**src/rtl/b64_pkg.sv**
```systemverilog
// Shared types and constants for the ASCII-to-base64 repacking controller.
package b64_pkg;

  localparam int CHAR_W = 7;
  localparam int SYM_W  = 6;
  localparam int BUF_W  = CHAR_W + SYM_W - 1;
  localparam int CNT_W  = 4;

  typedef enum logic [1:0] {
    FILL  = 2'd0,
    DRAIN = 2'd1,
    TAIL  = 2'd2
  } state_t;

  // Zero bits appended when the final symbol holds only cnt real bits.
  function automatic logic [2:0] pad_bits(input logic [CNT_W-1:0] cnt);
    return 3'(CNT_W'(SYM_W) - cnt);
  endfunction

endpackage

```
**src/rtl/b64_pack_ctrl.sv**
```systemverilog
// Repacks an MSB-first stream of 7-bit characters into 6-bit base64 indices,
// zero-padding the final partial symbol and flagging end of message.
module b64_pack_ctrl
  import b64_pkg::*;
(
  input  logic              clk,
  input  logic              rst,
  input  logic              in_valid,
  input  logic [CHAR_W-1:0] in_char,
  input  logic              in_last,
  output logic              in_ready,
  output logic              out_valid,
  output logic [SYM_W-1:0]  out_sym,
  output logic              out_last,
  output logic [2:0]        out_pad,
  input  logic              out_ready
);

  state_t            state_q, state_d;
  logic [BUF_W-1:0]  buf_q, buf_d;
  logic [CNT_W-1:0]  cnt_q, cnt_d;
  logic              flush_q, flush_d;

  logic [BUF_W-1:0]  char_al;
  logic [BUF_W-1:0]  buf_sh;
  logic [CNT_W-1:0]  cnt_sh;

  // Bits below cnt are always zero, so a new character is simply OR-ed in
  // right after the bits already held.
  assign char_al = {in_char, {(BUF_W-CHAR_W){1'b0}}};
  assign buf_sh  = buf_q << SYM_W;
  assign cnt_sh  = cnt_q - CNT_W'(SYM_W);

  always_ff @(posedge clk) begin
    if (rst) begin
      state_q <= FILL;
      buf_q   <= '0;
      cnt_q   <= '0;
      flush_q <= 1'b0;
    end else begin
      state_q <= state_d;
      buf_q   <= buf_d;
      cnt_q   <= cnt_d;
      flush_q <= flush_d;
    end
  end

  always_comb begin
    state_d = state_q;
    buf_d   = buf_q;
    cnt_d   = cnt_q;
    flush_d = flush_q;
    unique case (state_q)
      FILL: begin
        if (in_valid) begin
          buf_d   = buf_q | (char_al >> cnt_q);
          cnt_d   = cnt_q + CNT_W'(CHAR_W);
          flush_d = in_last;
          state_d = DRAIN;
        end
      end
      DRAIN: begin
        if (out_ready) begin
          buf_d = buf_sh;
          cnt_d = cnt_sh;
          if (cnt_sh < CNT_W'(SYM_W)) begin
            if (!flush_q) begin
              state_d = FILL;
            end else if (cnt_sh == '0) begin
              state_d = FILL;
              flush_d = 1'b0;
            end else begin
              state_d = TAIL;
            end
          end
        end
      end
      TAIL: begin
        if (out_ready) begin
          buf_d   = '0;
          cnt_d   = '0;
          flush_d = 1'b0;
          state_d = FILL;
        end
      end
      default: state_d = FILL;
    endcase
  end

  always_comb begin
    in_ready  = 1'b0;
    out_valid = 1'b0;
    out_sym   = '0;
    out_last  = 1'b0;
    out_pad   = '0;
    unique case (state_q)
      FILL: in_ready = 1'b1;
      DRAIN: begin
        out_valid = 1'b1;
        out_sym   = buf_q[BUF_W-1 -: SYM_W];
        out_last  = flush_q && (cnt_q == CNT_W'(SYM_W));
      end
      TAIL: begin
        out_valid = 1'b1;
        out_sym   = buf_q[BUF_W-1 -: SYM_W];
        out_last  = 1'b1;
        out_pad   = pad_bits(cnt_q);
      end
      default: ;
    endcase
  end

endmodule

```
**config.mk**
```make
export PLATFORM = sky130hd
export DESIGN_NAME = b64_pack_ctrl
export DESIGN_NICKNAME = d
export VERILOG_FILES = /design/src/rtl/b64_pkg.sv /design/src/rtl/b64_pack_ctrl.sv
export SDC_FILE = /design/constraint.sdc
export NUM_CORES = 1
export LEC_CHECK = 0
export ABC_AREA = 1
export BUFFER_PORTS_ARGS = -buffer_cell sky130_fd_sc_hd__buf_2
export CAP_MARGIN = 25
export CORE_MARGIN = 2
export CORE_UTILIZATION = 60
export DETAILED_ROUTE_END_ITERATION = 7
export HOLD_SLACK_MARGIN = 0.15
export PLACE_DENSITY = 0.83
export REMOVE_ABC_BUFFERS = 1
export SLEW_MARGIN = 0
export SYNTH_ARGS = -nofsm -noshare
export SYNTH_HDL_FRONTEND = slang
export SYNTH_SLANG_ARGS = --single-unit
```
**constraint.sdc**
```tcl
create_clock -name clk -period 2.6 [get_ports clk]
set_clock_uncertainty 0.15 [all_clocks]
set_input_delay 0.13 -clock clk [delete_from_list [all_inputs] [get_ports clk]]
set_output_delay 0.13 -clock clk [all_outputs]
set_load 0.05 [all_outputs]
```
* Yosys cells after proc, flatten, opt, wreduce, memory -nomap -nowiden
Cells that the tools add are included.
Widths: inputs -> output; s select.
** Storage, ports and cells
- Register bits after elaboration :: 19
- Output and inout bits :: 12
- Logic and storage cells :: 52
** Cells by class
- Add/sub/neg operators :: 3
- Magnitude comparators :: 1
- Eq/ne operators :: 7
- Shift-type cells :: 1
- Mux-type cells :: 27
- Bitwise logic cells :: 1
- Reductions and logical operators :: 8
** Operator list (number)
- $mux 12 :: 3
- $pmux 12 s3 :: 1
- $mux 2 :: 6
- $mux 4 :: 3
- $or 12x12->12 :: 1
- $pmux 4 s3 :: 1
- $shr 12x4->12 :: 1
- $mux 1 :: 8
- $ne 2x2->1 const B :: 4
- $reduce_and 4->1 :: 2
- $mux 6 :: 1
- $pmux 2 s3 :: 1
- $reduce_and 5->1 :: 1
- $add 4x3->4 const B :: 1
- $eq 4x3->1 const B :: 1
- $logic_not 4->1 :: 1
- $lt 4x3->1 const B :: 1
- $sub 4x3->4 const B :: 1
- $mux 3 :: 1
- $pmux 1 s3 :: 1
- $reduce_bool 3->1 :: 1
- $sub 3x3->3 const A :: 1
- $eq 2x1->1 const B :: 1
- $eq 2x2->1 const B :: 1
- other kinds (4) :: 4

* Depth between registers and ports, before layout
- Depth in word-level cells :: 7
- Depth in mapped cells :: 12
- Mapped depth without buffers :: 11

* Worst setup path before layout
Ideal clock, no wire load.
- Path type :: register to output
- Start :: register state_q[0]
- End :: output port out_last
- Arrival time :: 2195 ps
- Path slack :: 125 ps
- Stages on the path, launching flop included :: 6
- Path buffers :: 1
- Cell sequence :: dfxtp_1 > inv_1 > ha_1 > buf_2 > clkinv_2 > a21oi_1
** Between the ends
- Word-level cells in the longest chain between the ends :: 2
- Elaborated cells on any way between the ends :: 3
** Ends and longest elaborated chain
- from (decl) :: line b64_pack_ctrl.sv:19 : state_t state_q, state_d;
- from (signal assigned) :: line b64_pack_ctrl.sv:41 : state_q <= state_d;
- $eq 2x2->1 or $eq 2x1->1 (tied branches) :: line b64_pack_ctrl.sv:96 : unique case (state_q)
- $pmux 1 s2 (*) :: line b64_pack_ctrl.sv:96
- to (decl) :: line b64_pack_ctrl.sv:14 : output logic out_last,
Every way passes the cells marked *; elsewhere a longest branch is shown, timed or not.

* Final worst setup path
Ends and elaborated chain as after synthesis.

==> flow_summary.toml <==
[grt]
grt_usage_pct = 24.4
antenna_found_initial = 0
grt-ovfl-total = 0
grt_pass1_wl_um = 6280
grt_pass1_vias = 1441
grt_max_degree = 16

[detailed_routing]
met3_length_um = 121
vias = 1578
first_iter_violations = 66
final_antenna_net_count = 0
highest_layer = "met4"
met2WireLength_um = 1570
routedWlPerCell_um = 10.9
wl_met1_um = 1640
drcViolationCount = 0
drt_wl_total_um = 3370
dr.pass1.iters = 4
avgViaCountPerCell = 5.11

[yosys]
netlist.top_cell.by_area = "dfxtp_1"
seq_area_frac_synth_pct = 23.6
syn_area_per_cell_um2 = 6.32
synth_seq_cells = 19
syn_inst = 255
yosysWarnings = 0
synthTopCellsByArea = "dfxtp_1 (24%), nand2_1 (20%), ha_1 (7.8%)"
synth_area_um2 = 1610
synth_cell_type_count = 32
netlist.area_leader.share_pct = 23.6

[clocking]
cts_resized = 0
post-cts-setup-buffer-count = 0
clock_latency_ps = 300
cts_made_buffers = 3
cts_root_buf = "clkbuf_4"
path_clk_slew_ps = 110
cts_tree = "yes"
cts_hold_buf = 4
cts_num_sinks = 19
clk_path_buf_depth = 2
htree_levels = 1

[hold_path]
hold_path.class = "primary input to register"
hold_depth = 7
hold_start = "in_char[1]"

[placed_design]
dp.cells = 301
io_buffer_count = 23
place_ws_ps = 682
hpwl_um = 2660
gp_congestion = 0.836
post_dp_cell_area_um2 = 1710

[timing]
fmax_ghz = 0.443
fin_tns_setup_ps = 0
worst_slack_ps = 342
hold_viol = 0
rsz0062_at_grt = "false"
finalSetupViolations = 0
finalCritPeriodShare_pct = 86.8
worst_pin_slew_ps = 415
slew_violations = 0
period_minus_slack_ps = 2260
relSlewSlack_pct = 72.3

[floorplan]
die_area_um2 = 3120
start_util_pct = 63.9
dieHeight_um = 55.8
ioPinCount = 24
core_um2 = 2520
dieWidth_um = 55.8
fp-row-count = 18

[critical_path]
endpoint_kind = "primary output"
slowest_delay_ps = 490
rr_worst_depth = 7
start_kind = "register"
cp_max_fo = 10
rr_startpoint = "state_q[0]"
crit_start = "state_q[0]"
path_class = "register to primary output"
required_ps = 2320
worstPathArrival_ps = 1980
cpMaxStageDelayCell = "ha_1"
path_cells = "inv_1 -> ha_1 -> clkinv_2 -> a21oi_1 -> buf_2"

[power_and_ir_drop]
peakVddDrop_v = 0.00121
p_per_area_nw_per_um2 = 1340
p_leak_nw = 0.990

[final_layout]
drive_above_1_share_pct = 20.4
finalInstanceArea_um2 = 1770
diodes = 0
areaGrowthSynthToFinish_pct = 10.0
final_nets = 302
final_cells = 309

[run]
max-cap-violations = 0

[status]
status = "finished clean"
-- cells by family after synthesis --
group	Yosys count	share of synthesized area, %
AO/OA/AOI/OAI	29	11.2
AND/OR/NAND/NOR	150	42.9
XOR/XNOR	2	1.09
flip-flops	19	23.6
adder cells (fa/ha/maj)	10	7.76
buffers and inverters	45	13.5
-- sequential cells by signal (all words and copies together) (netlist names) --
signal,cells
cnt_q,4
flush_q,1
state_q,2
buf_q,12
-- area by class of cell --
cell class	instances	area [um2]
Fill cell	244	748
Tap cell	30	37.5
Multi-Input combinational cell	191	1010
Timing Repair Buffer	29	170
Inverter	36	144
Clock buffer	3	22.5
Sequential cell	19	380
Clock inverter	1	5.00
-- worst max-delay path, delay by kind of cell (launching register included) --
family                     cells  cell delay (ps)
AOI/OAI and AO/OA              1              160
adders and majority gates      1              490
DFF                            1              410
buffers and inverters          3              600
-- cells in the mapped netlist --
master and count:
nor2_4 2, a21boi_0 1, o21ai_2 1, inv_4 3
a22oi_1 1, nand2_4 2, o21ai_0 4, inv_1 26
buf_6 4, buf_2 2, nand4_1 2, nor3_1 3
a21oi_2 6, nand2_8 1, a21oi_1 10, dfxtp_1 19
nand3_2 1, inv_2 6, clkbuf_1 1, xor2_1 2
nand2_1 86, o22ai_1 1, a31oi_1 2, nand2_2 2
o21ai_1 3, buf_4 2, clkinv_2 1, nor2_2 1
nor2_8 2, nor2_1 26, nand3_1 22, ha_1 10
-- cell usage in the layout, fill, tap and decap left out, drive strengths merged, types with 4 or more instances in the layout --
cell type	synthesis	routed
nand2	91	91
inv	35	35
nor2	31	31
buf	8	25
nand3	23	23
dfxtp	19	19
a21oi	16	16
ha	10	10
o21ai	8	8
dlygate4sd3	0	4
-- final timing paths --
kind                    end  slack, ps
hold / removal     buf_q[3]        170
setup / recovery   out_last        340
setup reg to reg  buf_q[11]        660
hold reg to reg    buf_q[6]        310
-- metrics by stage --
step / util (%) / total power, mW / hold slack, ps
after floorplan: - / 1.88 / 135
after global routing: 70.3 / 2.65 / 198
after CTS: 70.3 / 2.39 / 168
after detailed placement: 67.7 / 2.22 / 301
after global placement: 67.7 / 2.21 / 297
final: 70.3 / 2.38 / 174
-- layer usage --
metal  global-route usage (%)  vias to the layer above
met2                     40.1                       35
met4                     7.48                        0
met1                     33.2                      688
met5                        0                        -
li1                         -                      851
met3                     3.26                        4
-- power by group --
group / total [mW] / switching, mW / leakage, nW / internal (mW)
clock: 0.156 / 0.0984 / 0.0177 / 0.0574
combinational: 1.73 / 1.20 / 0.815 / 0.536
sequential: 0.494 / 0.0917 / 0.157 / 0.402
total: 2.38 / 1.39 / 0.990 / 0.995
(Power assumes the default switching activity.)
